--- config.mk ---
export PLATFORM = sky130hd
export DESIGN_NAME = uart_challenge_rx_flat
export DESIGN_NICKNAME = d
export VERILOG_FILES = /design/src/rtl/puf_uart_pkg.sv /design/src/rtl/uart_challenge_rx_if.sv /design/src/rtl/uart_rx_byte.sv /design/src/rtl/uart_challenge_rx.sv /design/src/flat_wrapper.sv
export SDC_FILE = /design/constraint.sdc
export NUM_CORES = 1
export LEC_CHECK = 0
export ABC_AREA = 1
export ABC_CLOCK_PERIOD_IN_PS = 4300
export CAP_MARGIN = 20
export CORE_ASPECT_RATIO = 1.1
export CORE_MARGIN = 2
export CORE_UTILIZATION = 45
export CTS_CLUSTER_SIZE = 8
export DETAILED_ROUTE_END_ITERATION = 16
export PLACE_DENSITY = 0.73
export SYNTH_ARGS = -nofsm -noshare
export SYNTH_HDL_FRONTEND = slang
export SYNTH_SLANG_ARGS = --single-unit
--- constraint.sdc ---
create_clock -name CLK100MHZ -period 4.3 [get_ports CLK100MHZ]
set_input_delay 0.86 -clock CLK100MHZ [delete_from_list [all_inputs] [get_ports CLK100MHZ]]
set_output_delay 0.86 -clock CLK100MHZ [all_outputs]
set_load 0.01 [all_outputs]
--- src/rtl/puf_uart_pkg.sv ---
// Shared definitions for the PUF host link: state encodings, the default frame
// marker and the baud divisor helper used by the UART receive path.
package puf_uart_pkg;

    localparam logic [7:0] HDR_BYTE_DEFAULT = 8'hA5;

    typedef enum logic [1:0] {
        RX_IDLE,
        RX_START,
        RX_DATA,
        RX_STOP
    } rx_state_t;

    typedef enum logic [1:0] {
        P_HDR,
        P_HI,
        P_LO,
        P_CHK
    } parser_state_t;

    function automatic int clks_per_bit(input int clk_freq, input int baud);
        return clk_freq / baud;
    endfunction

endpackage

--- src/rtl/uart_challenge_rx_if.sv ---
// Challenge delivery bundle from the UART frame parser to the PUF control logic.
interface uart_challenge_rx_if #(
    parameter int CHAL_W = 10
);
    logic [CHAL_W-1:0] challenge;
    logic              chal_valid;
    logic              frame_err;
    logic              busy;

    modport master (output challenge, output chal_valid, output frame_err, output busy);
    modport slave  (input  challenge, input  chal_valid, input  frame_err, input  busy);
endinterface

--- src/rtl/uart_rx_byte.sv ---
// 8N1 byte receiver: two-flop line synchroniser, centre-sampling FSM and baud counter.
// Returns to idle at the stop-bit centre so back-to-back bytes are never missed.
module uart_rx_byte
    import puf_uart_pkg::*;
#(
    parameter int CLKS_PER_BIT = 868
) (
    input  logic       CLK100MHZ,
    input  logic       counter_reset,
    input  logic       uart_txd_in,
    output logic       byte_valid,
    output logic [7:0] byte_data,
    output logic       stop_err
);
    localparam logic [15:0] BIT_END  = 16'(CLKS_PER_BIT - 1);
    localparam logic [15:0] HALF_END = 16'(CLKS_PER_BIT / 2 - 1);

    logic [1:0]  sync_q;
    logic        rx_prev;
    logic        rx_s;
    rx_state_t   state, state_nxt;
    logic [15:0] baud_cnt, baud_cnt_nxt;
    logic [2:0]  bit_idx, bit_idx_nxt;
    logic [7:0]  shreg, shreg_nxt;
    logic        valid_nxt, err_nxt;

    assign rx_s      = sync_q[1];
    assign byte_data = shreg;

    always_ff @(posedge CLK100MHZ or posedge counter_reset) begin
        if (counter_reset) begin
            sync_q  <= 2'b11;
            rx_prev <= 1'b1;
        end else begin
            sync_q  <= {sync_q[0], uart_txd_in};
            rx_prev <= rx_s;
        end
    end

    always_ff @(posedge CLK100MHZ or posedge counter_reset) begin
        if (counter_reset) begin
            state      <= RX_IDLE;
            baud_cnt   <= '0;
            bit_idx    <= '0;
            shreg      <= '0;
            byte_valid <= 1'b0;
            stop_err   <= 1'b0;
        end else begin
            state      <= state_nxt;
            baud_cnt   <= baud_cnt_nxt;
            bit_idx    <= bit_idx_nxt;
            shreg      <= shreg_nxt;
            byte_valid <= valid_nxt;
            stop_err   <= err_nxt;
        end
    end

    always_comb begin
        state_nxt    = state;
        baud_cnt_nxt = baud_cnt + 16'd1;
        bit_idx_nxt  = bit_idx;
        shreg_nxt    = shreg;
        valid_nxt    = 1'b0;
        err_nxt      = 1'b0;
        case (state)
            RX_IDLE: begin
                baud_cnt_nxt = '0;
                if (rx_prev && !rx_s) begin
                    state_nxt   = RX_START;
                    bit_idx_nxt = '0;
                end
            end
            RX_START: begin
                // A line that is high again at mid start bit was only a glitch.
                if (baud_cnt == HALF_END) begin
                    baud_cnt_nxt = '0;
                    state_nxt    = rx_s ? RX_IDLE : RX_DATA;
                end
            end
            RX_DATA: begin
                if (baud_cnt == BIT_END) begin
                    baud_cnt_nxt = '0;
                    shreg_nxt    = {rx_s, shreg[7:1]};
                    bit_idx_nxt  = bit_idx + 3'd1;
                    if (bit_idx == 3'd7) state_nxt = RX_STOP;
                end
            end
            RX_STOP: begin
                if (baud_cnt == BIT_END) begin
                    baud_cnt_nxt = '0;
                    valid_nxt    = rx_s;
                    err_nxt      = !rx_s;
                    state_nxt    = RX_IDLE;
                end
            end
            default: state_nxt = RX_IDLE;
        endcase
    end
endmodule

--- src/rtl/uart_challenge_rx.sv ---
// Host-to-FPGA challenge receiver: parses [A5, hi, lo] frames into a CHAL_W challenge.
// Optional `UART_CHAL_CHECKSUM_EN adds a trailing hi^lo check byte to each frame.
module uart_challenge_rx
    import puf_uart_pkg::*;
#(
    parameter int         CLK_FREQ     = 100000000,
    parameter int         BAUD         = 115200,
    parameter int         CHAL_W       = 10,
    parameter logic [7:0] HDR_BYTE     = HDR_BYTE_DEFAULT,
    parameter int         TIMEOUT_BITS = 32
) (
    input  logic                 CLK100MHZ,
    input  logic                 counter_reset,
    input  logic                 uart_txd_in,
    uart_challenge_rx_if.master  chal_if
);
    localparam int          CPB     = clks_per_bit(CLK_FREQ, BAUD);
    localparam logic [31:0] TO_END  = 32'(TIMEOUT_BITS * CPB - 1);
    // Bits of the hi byte that fall outside the challenge must be zero.
    localparam logic [7:0]  HI_MASK = 8'hFF << (CHAL_W - 8);

    logic          byte_valid, stop_err;
    logic [7:0]    byte_data;
    parser_state_t pstate, pstate_nxt;
    logic [7:0]    hi_q;
    logic [31:0]   gap_cnt;
    logic          hi_ld, commit, reject;
`ifdef UART_CHAL_CHECKSUM_EN
    logic [7:0]    lo_q;
    logic          lo_ld;
`endif

    uart_rx_byte #(.CLKS_PER_BIT(CPB)) u_rx_byte (
        .CLK100MHZ    (CLK100MHZ),
        .counter_reset(counter_reset),
        .uart_txd_in  (uart_txd_in),
        .byte_valid   (byte_valid),
        .byte_data    (byte_data),
        .stop_err     (stop_err)
    );

    assign chal_if.busy = (pstate != P_HDR);

    always_comb begin
        pstate_nxt = pstate;
        hi_ld      = 1'b0;
        commit     = 1'b0;
        reject     = 1'b0;
`ifdef UART_CHAL_CHECKSUM_EN
        lo_ld      = 1'b0;
`endif
        if (stop_err) begin
            reject     = 1'b1;
            pstate_nxt = P_HDR;
        end else if (byte_valid) begin
            case (pstate)
                P_HDR: if (byte_data == HDR_BYTE) pstate_nxt = P_HI;
                P_HI: begin
                    if ((byte_data & HI_MASK) != 8'd0) begin
                        reject     = 1'b1;
                        pstate_nxt = P_HDR;
                    end else begin
                        hi_ld      = 1'b1;
                        pstate_nxt = P_LO;
                    end
                end
`ifdef UART_CHAL_CHECKSUM_EN
                P_LO: begin
                    lo_ld      = 1'b1;
                    pstate_nxt = P_CHK;
                end
                P_CHK: begin
                    commit     = (byte_data == (hi_q ^ lo_q));
                    reject     = !commit;
                    pstate_nxt = P_HDR;
                end
`else
                P_LO: begin
                    commit     = 1'b1;
                    pstate_nxt = P_HDR;
                end
`endif
                default: pstate_nxt = P_HDR;
            endcase
        end else if (pstate != P_HDR && gap_cnt == TO_END) begin
            reject     = 1'b1;
            pstate_nxt = P_HDR;
        end
    end

    always_ff @(posedge CLK100MHZ or posedge counter_reset) begin
        if (counter_reset) begin
            pstate             <= P_HDR;
            hi_q               <= '0;
            gap_cnt            <= '0;
            chal_if.challenge  <= '0;
            chal_if.chal_valid <= 1'b0;
            chal_if.frame_err  <= 1'b0;
`ifdef UART_CHAL_CHECKSUM_EN
            lo_q               <= '0;
`endif
        end else begin
            pstate             <= pstate_nxt;
            chal_if.chal_valid <= commit;
            chal_if.frame_err  <= reject;
            if (hi_ld) hi_q <= byte_data;
            // Inter-byte gap only matters once a header has been seen.
            if (pstate == P_HDR || byte_valid) gap_cnt <= '0;
            else                               gap_cnt <= gap_cnt + 32'd1;
`ifdef UART_CHAL_CHECKSUM_EN
            if (lo_ld)  lo_q <= byte_data;
            if (commit) chal_if.challenge <= CHAL_W'({hi_q, lo_q});
`else
            if (commit) chal_if.challenge <= CHAL_W'({hi_q, byte_data});
`endif
        end
    end
endmodule

--- src/flat_wrapper.sv ---
// flat-port wrapper written by rule: the top's interface ports become plain ports
module uart_challenge_rx_flat import puf_uart_pkg::*;
#(
    parameter int         CLK_FREQ     = 100000000,
    parameter int         BAUD         = 115200,
    parameter int         CHAL_W       = 10,
    parameter logic [7:0] HDR_BYTE     = HDR_BYTE_DEFAULT,
    parameter int         TIMEOUT_BITS = 32
)
  (CLK100MHZ, counter_reset, uart_txd_in, chal_if_challenge, chal_if_chal_valid, chal_if_frame_err, chal_if_busy);
  uart_challenge_rx_if #(.CHAL_W(CHAL_W)) chal_if_i ();
  input  logic CLK100MHZ;
  input  logic counter_reset;
  input  logic uart_txd_in;
  output wire logic [$bits(chal_if_i.challenge)-1:0] chal_if_challenge;
  output wire logic [$bits(chal_if_i.chal_valid)-1:0] chal_if_chal_valid;
  output wire logic [$bits(chal_if_i.frame_err)-1:0] chal_if_frame_err;
  output wire logic [$bits(chal_if_i.busy)-1:0] chal_if_busy;
  assign chal_if_challenge = chal_if_i.challenge;
  assign chal_if_chal_valid = chal_if_i.chal_valid;
  assign chal_if_frame_err = chal_if_i.frame_err;
  assign chal_if_busy = chal_if_i.busy;
  uart_challenge_rx #(.CLK_FREQ(CLK_FREQ), .BAUD(BAUD), .CHAL_W(CHAL_W), .HDR_BYTE(HDR_BYTE), .TIMEOUT_BITS(TIMEOUT_BITS)) u_core (.CLK100MHZ(CLK100MHZ), .counter_reset(counter_reset), .uart_txd_in(uart_txd_in), .chal_if(chal_if_i));
endmodule
==> results_dict.tcl, run 1 <==
set metrics [dict create \
    max_freq_mhz 422 \
    worst_pin_slew_ps 964 \
    ys_ff_latch 82 \
    yosysSeqAreaShare_pct 48.6 \
    hold_path.class "register to register" \
    die_h_microns 106 \
    outcome "finished, final reports clean" \
    die_w_microns 96.4 \
    viasPerCell 5.27 \
    first_global_vias 3346 \
    antenna_found_initial 0 \
    yosys.area_share.simple_pct 32.0 \
    coreArea_sq_um 9260 \
    syn-num-nets 537 \
    critPathKind "register to primary output" \
    numCtsBuffers 9 \
    synth_area_per_cell_sq_um 7.99 \
    synthTopCellsByArea "dfrtp_1, nand2_1, nor2_1" \
    min_to "u_core.u_rx_byte.sync_q[1]$_DFF_PP1_" \
    dp_hpwl_microns 6580 \
    slew_headroom_pct 35.5 \
    powerDensity_nw_per_um2 358 \
    rr_worst_depth 5 \
    ys_warn_count 0 \
    pre_cts_ws_ps 1950 \
    std_cell_rows 37 \
    diodes 0 \
    syn_to_final_growth_pct 12.9 \
    cts_tree "built" \
    cts.sinks 82 \
    gp_congestion 0.969 \
    grt.overflow.total 0 \
    numPortBuffers 15 \
    finalHoldViolCount 0 \
    cts_resized 0 \
    rsz0062_at_grt "no" \
    synth_top_area_share_pct 46.7 \
    first_pass_iters 5 \
    critical_path.max_fanout 4 \
    crit_path_start_kind "register" \
    cts_setup_buffers 0 \
    synth_top_family_by_area "simple AND/OR/NAND/NOR gates" \
    seqCellArea_sq_um 2060 \
    clk_latency_ps 360 \
    ys_types 38 \
    endpoint_kind "primary output" \
    synth_flop_cell "dfrtp_1" \
    reg2reg_to "u_core.gap_cnt[11]$_DFF_PP0_" \
    skew_ps 12.8 \
    totalWireLength_microns 8920 \
    finalCritPeriodShare_pct 55.1 \
    die_area_sq_um 10200 \
    layout-drive-gt1-share_pct 10.6 \
    grt_max_degree 64 \
    ys_async_sr_fraction_pct 100 \
    r2r_setup_slack_ps 2270 \
    fin_tns_setup_ps 0 \
    report.final.setup_viol 0 \
    final_area_sq_um 4770 \
    required_ps 3440 \
    clock_path_buffers 2 \
    p_leak_nw 1.99 \
    synth_largest_area_cell "dfrtp_1" \
    first_iter_violations 206 \
    timing.final.ws_setup_ps 1930 \
    clkSlewWorstSetupHoldPaths_ps 90 \
    fin_crit_ps 2370 \
    grt_first_pass_wirelength_microns 15300 \
    vias 3555 \
    synth_xor_area_share_pct 2.90 \
    hold_slack_ps 362 \
    grt_util_all_layers_pct 19.2 \
    synthesis.area_sq_um 4230 \
    hold_path.startpoint "u_core.u_rx_byte.sync_q[0]$_DFF_PP1_" \
    postSynthCellCount 529 \
    synth-adder-area-share_pct 1.48 \
    final_nets 561 \
    wl_per_cell_microns 13.2 \
    r2r-start "u_core.pstate[1]$_DFFE_PP0P_" \
    place_area_sq_um 4520 \
    htreeDepth 3 \
    synth_compound_area_share_pct 7.99 \
    multi_input_comb_area_sq_um 1890 \
    total_power_mw 1.71 \
    start_util_pct 45.7 \
    final_max_slew_viol_count 0 \
    drc 0 \
    cap_violations 0 \
    cts_root_buf "clkbuf_8" \
    fill_cells 861 \
    synth_edf_count 0 \
    ant_nets 0 \
    hold_buffers 0 \
    pin_count 16 \
    synthMuxAreaShare_pct 0.237 \
    vdd_drop_max_mv 0.359 \
    hold_depth 0 \
    crit_arrival_ps 1510 \
]
-- cell families (layout without fill, tap and decap cells) --
logic type / after synthesis / in the layout
AO/OA/AOI/OAI: 62 / 62
XOR/XNOR: 14 / 14
adder cells (fa/ha/maj): 5 / 5
buffers and inverters: 75 / 104
flip-flops: 82 / 82
multiplexers: 1 / 1
AND/OR/NAND/NOR: 290 / 290
-- worst max-delay path by stage --
stage	from	endpoint	slack, ps	depth (start not counted)
3_5_place_dp	counter_reset	u_core.gap_cnt[11]$_DFF_PP0_	1950	3
3_3_place_gp	counter_reset	u_core.gap_cnt[9]$_DFF_PP0_	1970	3
2_1_floorplan	counter_reset	asynchronous set/reset pin	1340	1
5_1_grt	u_core.pstate[1]$_DFFE_PP0P_	chal_if_busy	1810	3
4_1_cts	u_core.pstate[1]$_DFFE_PP0P_	chal_if_busy	1910	3
6_report	u_core.pstate[1]$_DFFE_PP0P_	chal_if_busy	1930	3
-- cells in the mapped netlist, types with 3 or more instances --
| cell type | count |
|---|---|
| dfrtp_1 | 79 |
| nand2_2 | 8 |
| dfstp_2 | 3 |
| nand2_1 | 113 |
| nand4_1 | 15 |
| nor2_2 | 6 |
| inv_2 | 4 |
| nor3_1 | 28 |
| ha_1 | 5 |
| inv_1 | 66 |
| o21ai_1 | 9 |
| nand3_2 | 3 |
| xor2_1 | 12 |
| o21ai_0 | 25 |
| nor2_1 | 84 |
| nand3_1 | 17 |
| nor3_2 | 4 |
| a21oi_1 | 21 |
-- flip-flops by register name, indices dropped and copies added (netlist names), named ones only --
| register | count |
|---|---|
| u_core.gap_cnt | 32 |
| u_core.u_rx_byte.baud_cnt | 16 |
| u_core.chal_if.challenge | 10 |
| u_core.u_rx_byte.byte_data | 8 |
| u_core.u_rx_byte.bit_idx | 3 |
| u_core.hi_q | 2 |
| u_core.pstate | 2 |
| u_core.u_rx_byte.sync_q | 2 |
| u_core.chal_if.chal_valid | 1 |
| u_core.chal_if.frame_err | 1 |
| u_core.u_rx_byte.byte_valid | 1 |
| u_core.u_rx_byte.rx_prev | 1 |
| u_core.u_rx_byte.state | 1 |
| u_core.u_rx_byte.stop_err | 1 |
-- worst max-delay path, stage by stage, from the launching register on --
cell and delay [ps]:
dfrtp_1 420, nor2_1 150, inv_1 90, clkdlybuf4s50_1 500
-- stage by stage --
stage,instances,utilization (%)
2_1_floorplan,529,-
3_3_place_gp,658,48.8
4_1_cts,674,51.3
5_1_grt,675,51.6
6_report,675,51.6
3_5_place_dp,658,48.8
-- report_power, final --
group | leakage, nW | switching (mW) | internal [mW]
sequential | 1.13 | 0.0361 | 0.798
combinational | 0.748 | 0.158 | 0.0657
clock | 0.117 | 0.314 | 0.339
-- layout by cell type (no fill, tap or decap), drive strengths merged --
cell type	synthesis	layout
a21oi	22	22
a31oi	2	2
and2	1	1
and3	1	1
buf	3	2
bufinv	0	2
clkbuf	1	9
clkdlybuf4s50	0	15
clkinv	0	2
dfrtp	79	79
dfstp	3	3
ha	5	5
inv	71	74
mux2i	1	1
nand2	121	121
nand3	21	21
nand3b	1	1
nand4	15	15
nor2	92	92
nor3	34	34
nor3b	2	2
nor4	2	2
o211a	1	1
o21a	2	2
o21ai	35	35
xnor2	2	2
xor2	12	12
-- cell type report --
| cell class | instances | area share, % |
|---|---|---|
| clock buffers | 9 | 2.59 |
| clock inverters | 7 | 2.23 |
| inverters | 71 | 5.66 |
| multi-input cells | 372 | 39.5 |
| flip-flops and latches | 82 | 43.1 |
| well taps | 117 | 3.07 |
| repair buffers | 17 | 3.88 |
-- per-layer routing --
layer  vias up  global-route usage, %  part of all wire (%)
li1       1752                      -                     -
met4         0                   6.34                   1.9
met2        72                   30.9                    49
met5         -                      0                     0
met3        12                   4.43                   3.8
met1      1719                   25.3                    45
Power figures use the tool's default switching activity.
==> inputs of run 2 (changes only) <==
ABC_CLOCK_PERIOD_IN_PS = 2250   (was 4300)
clock period = 2.25 ns   (was 4.3 ns; I/O delays follow)
==> results_dict.tcl, run 2 (synthesis results as in run 1) <==
set metrics [dict create \
    hold_slack_ps 362 \
    crit_path_start_kind "register" \
    wl_per_cell_microns 13.2 \
    critical_path.max_fanout 4 \
    cts_resized 0 \
    total_power_mw 3.11 \
    grt.overflow.total 0 \
    final_cell_mix "nand2_1, nor2_1, dfrtp_1, inv_1, nor3_1" \
    critPathKind "register to primary output" \
    gp_congestion 0.960 \
    final_common_cell "nand2_1" \
    cts_root_buf "clkbuf_8" \
    clock_path_buffers 2 \
    drc 0 \
    std_cell_rows 37 \
    cts_setup_buffers 0 \
    die_w_microns 96.4 \
    slew_headroom_pct 62.4 \
    die_area_sq_um 10200 \
    vias 3508 \
    fin_cells 676 \
    crit_arrival_ps 1520 \
    max_freq_mhz 507 \
    syn_to_final_growth_pct 12.7 \
    first_pass_iters 4 \
    hold_path.class "register to register" \
    diodes 0 \
    hold_buffers 0 \
    final_area_sq_um 4770 \
    totalWireLength_microns 8900 \
    vdd_drop_max_mv 0.726 \
    skew_ps 14.7 \
    grt_util_all_layers_pct 19.2 \
    largest_reg_flops 32 \
    finalCritPeriodShare_pct 87.7 \
    first_global_vias 3507 \
    pre_cts_ws_ps 566 \
    start_util_pct 45.7 \
    endpoint_kind "primary output" \
    dp_hpwl_microns 6730 \
    cap_violations 0 \
    viasPerCell 5.19 \
    final_max_slew_viol_count 0 \
    cts_tree "built" \
    grt_first_pass_wirelength_microns 15500 \
    ant_nets 0 \
    coreArea_sq_um 9260 \
    clk_latency_ps 350 \
    clkSlewWorstSetupHoldPaths_ps 90 \
    numCtsBuffers 9 \
    required_ps 1800 \
    p_leak_nw 1.98 \
    outcome "finished, final reports clean" \
    numPortBuffers 15 \
    timing.final.ws_setup_ps 277 \
    fill_cells 847 \
    reg.largest.list "u_core.gap_cnt x32, u_core.u_rx_byte.baud_cnt x16, u_core.chal_if.challenge x10" \
    report.final.setup_viol 0 \
    largest-register "u_core.gap_cnt" \
    final_nets 562 \
    grt_max_degree 35 \
    finalHoldViolCount 0 \
    rsz0062_at_grt "no" \
    fin_tns_setup_ps 0 \
    fin_crit_ps 1970 \
    worst_pin_slew_ps 562 \
    antenna_found_initial 0 \
    die_h_microns 106 \
    cts.sinks 82 \
    layout-drive-gt1-share_pct 10.7 \
    place_inst 660 \
    place_area_sq_um 4560 \
    powerDensity_nw_per_um2 653 \
    utilization_pct 51.5 \
    htreeDepth 3 \
    pin_count 16 \
    first_iter_violations 153 \
]
## run 2: critical path, stage by stage, from the launching register on
cell and delay, ps:
dfrtp_1 420, nor2_1 170, inv_1 100, clkdlybuf4s50_1 490
## run 2: area by class of cell
class / instances / area (sq um) / share of cell area, %
tap: 117 / 146 / 3.07
timing repair buffer: 18 / 198 / 4.15
sequential: 82 / 2060 / 43.1
multi-input combinational: 372 / 1890 / 39.6
clock buffer: 9 / 124 / 2.60
clock inverter: 7 / 83.8 / 1.76
inverter: 71 / 273 / 5.72
## run 2: power by group
part           internal (mW)  switching (mW)  leakage, nW
Clock                  0.532           0.575        0.102
Sequential              1.52          0.0672         1.13
Combinational          0.123           0.288        0.751
Total                   2.18           0.931         1.98
## run 2: path summary, 6_finish.rpt
kind                                                       from                              endpoint  slack [ps]  cells past startpoint
max                                u_core.pstate[1]$_DFFE_PP0P_                          chal_if_busy         280                      3
min                        u_core.u_rx_byte.sync_q[0]$_DFF_PP1_  u_core.u_rx_byte.sync_q[1]$_DFF_PP1_         360                      0
max reg2reg                        u_core.gap_cnt[15]$_DFF_PP0_          u_core.gap_cnt[20]$_DFF_PP0_         510                      6
min reg2reg                u_core.u_rx_byte.sync_q[0]$_DFF_PP1_  u_core.u_rx_byte.sync_q[1]$_DFF_PP1_         360                      0
max in group asynchronous                         counter_reset  u_core.u_rx_byte.sync_q[1]$_DFF_PP1_        1200                      3
min in group asynchronous                         counter_reset           u_core.gap_cnt[7]$_DFF_PP0_         480                      2
## run 2: layer usage
layer | share of wire (%) | vias to the layer above | routed length (microns) | global-route usage (%)
met5 | 0 | - | 0 | 0
met4 | 2.6 | 0 | 235 | 7.65
met3 | 3.8 | 19 | 342 | 4.65
met2 | 49 | 72 | 4390 | 31.4
met1 | 44 | 1662 | 3930 | 24.0
li1 | - | 1755 | - | -
==> inputs of run 3 (changes only) <==
ABC_CLOCK_PERIOD_IN_PS = 2600   (was 2250)
clock period = 2.6 ns   (was 2.25 ns; I/O delays follow)
==> results_dict.tcl, run 3 (synthesis results as in run 1) <==
set metrics [dict create \
    outcome "finished, final reports clean" \
    final_cell_mix "nand2_1, nor2_1, dfrtp_1, inv_1, nor3_1" \
    final_max_slew_viol_count 0 \
    required_ps 2080 \
    pre_cts_ws_ps 900 \
    largest_reg_flops 32 \
    wl_per_cell_microns 12.9 \
    syn_to_final_growth_pct 12.7 \
    die_h_microns 106 \
    max_freq_mhz 489 \
    vdd_drop_max_mv 0.613 \
    critPathKind "register to primary output" \
    gp_congestion 0.982 \
    powerDensity_nw_per_um2 565 \
    drc 0 \
    cts_root_buf "clkbuf_8" \
    hold_buffers 0 \
    pin_count 16 \
    worst_pin_slew_ps 564 \
    grt_max_degree 42 \
    hold_path.class "register to register" \
    first_pass_iters 5 \
    crit_arrival_ps 1520 \
    final_nets 563 \
    grt_util_all_layers_pct 18.8 \
    htreeDepth 3 \
    diodes 0 \
    cts_setup_buffers 0 \
    reg.largest.list "u_core.gap_cnt x32, u_core.u_rx_byte.baud_cnt x16, u_core.chal_if.challenge x10" \
    place_area_sq_um 4550 \
    cts.sinks 82 \
    slew_headroom_pct 62.3 \
    p_leak_nw 1.98 \
    hold_slack_ps 360 \
    dp_hpwl_microns 6610 \
    rsz0062_at_grt "no" \
    finalCritPeriodShare_pct 78.6 \
    grt.overflow.total 0 \
    clk_latency_ps 350 \
    fin_tns_setup_ps 0 \
    vias 3504 \
    cap_violations 0 \
    ant_nets 0 \
    numPortBuffers 15 \
    numCtsBuffers 9 \
    fin_crit_ps 2040 \
    start_util_pct 45.7 \
    utilization_pct 51.5 \
    coreArea_sq_um 9260 \
    clkSlewWorstSetupHoldPaths_ps 90 \
    totalWireLength_microns 8770 \
    critical_path.max_fanout 4 \
    final_common_cell "nand2_1" \
    crit_path_start_kind "register" \
    grt_first_pass_wirelength_microns 15100 \
    cts_tree "built" \
    endpoint_kind "primary output" \
    largest-register "u_core.gap_cnt" \
    finalHoldViolCount 0 \
    die_w_microns 96.4 \
    viasPerCell 5.18 \
    antenna_found_initial 0 \
    final_area_sq_um 4770 \
    clock_path_buffers 2 \
    layout-drive-gt1-share_pct 10.9 \
    first_global_vias 3355 \
    die_area_sq_um 10200 \
    std_cell_rows 37 \
    first_iter_violations 222 \
    timing.final.ws_setup_ps 557 \
    cts_resized 0 \
    report.final.setup_viol 0 \
    skew_ps 12.0 \
]
-- run 3: cell types whose count changed in the layout (fill, tap and decap cells not counted), sizes merged --
cell and delta:
clkinv +1, clkbuf +1, inv -2, buf +1
-- run 3: worst paths after layout --
| check | start | cells after the start | to | slack [ps] |
|---|---|---|---|---|
| setup / recovery | u_core.pstate[1]$_DFFE_PP0P_ | 3 | chal_if_busy | 560 |
| hold / removal | u_core.u_rx_byte.sync_q[0]$_DFF_PP1_ | 0 | u_core.u_rx_byte.sync_q[1]$_DFF_PP1_ | 360 |
| setup reg to reg | u_core.u_rx_byte.baud_cnt[0]$_DFF_PP0_ | 7 | u_core.u_rx_byte.bit_idx[2]$_DFFE_PP0P_ | 900 |
| hold reg to reg | u_core.u_rx_byte.sync_q[0]$_DFF_PP1_ | 0 | u_core.u_rx_byte.sync_q[1]$_DFF_PP1_ | 360 |
| max in group asynchronous | counter_reset | 3 | u_core.u_rx_byte.rx_prev$_DFF_PP1_ | 1550 |
| min in group asynchronous | counter_reset | 2 | u_core.gap_cnt[3]$_DFF_PP0_ | 490 |
-- run 3: cell type report --
| class | count | area, sq um |
|---|---|---|
| clock buffers | 10 | 138 |
| clock inverters | 6 | 75.1 |
| fillers | 866 | 4490 |
| inverters | 71 | 273 |
| multi-input cells | 372 | 1890 |
| flip-flops and latches | 82 | 2060 |
| well taps | 117 | 146 |
| repair buffers | 19 | 193 |
-- run 3: metrics by stage --
step	total power [mW]	std cells
after detailed placement	1.76	661
after floorplan	1.67	529
after CTS	2.72	677
final	2.70	677
after global placement	1.74	661
after global routing	2.83	677
-- run 3: per-layer routing --
layer / routed length, microns / share of wire, % / vias to the layer above / track usage (%)
met3: 373 / 4.3 / 23 / 3.22
met2: 4150 / 47 / 91 / 30.0
li1: - / - / 1765 / -
met5: 0 / 0 / - / 0
met4: 214 / 2.4 / 0 / 6.84
met1: 4030 / 46 / 1625 / 25.6
-- run 3: report_power, final --
part / internal (mW) / total, mW / leakage (nW) / switching, mW
clock: 0.482 / 0.963 / 0.105 / 0.481
sequential: 1.32 / 1.38 / 1.13 / 0.0588
combinational: 0.106 / 0.355 / 0.752 / 0.249
-- run 3: worst max-delay path: stages (launching register included) --
cell and delay [ps]:
dfrtp_1 420, nor2_1 170, inv_1 100, clkdlybuf4s50_1 490
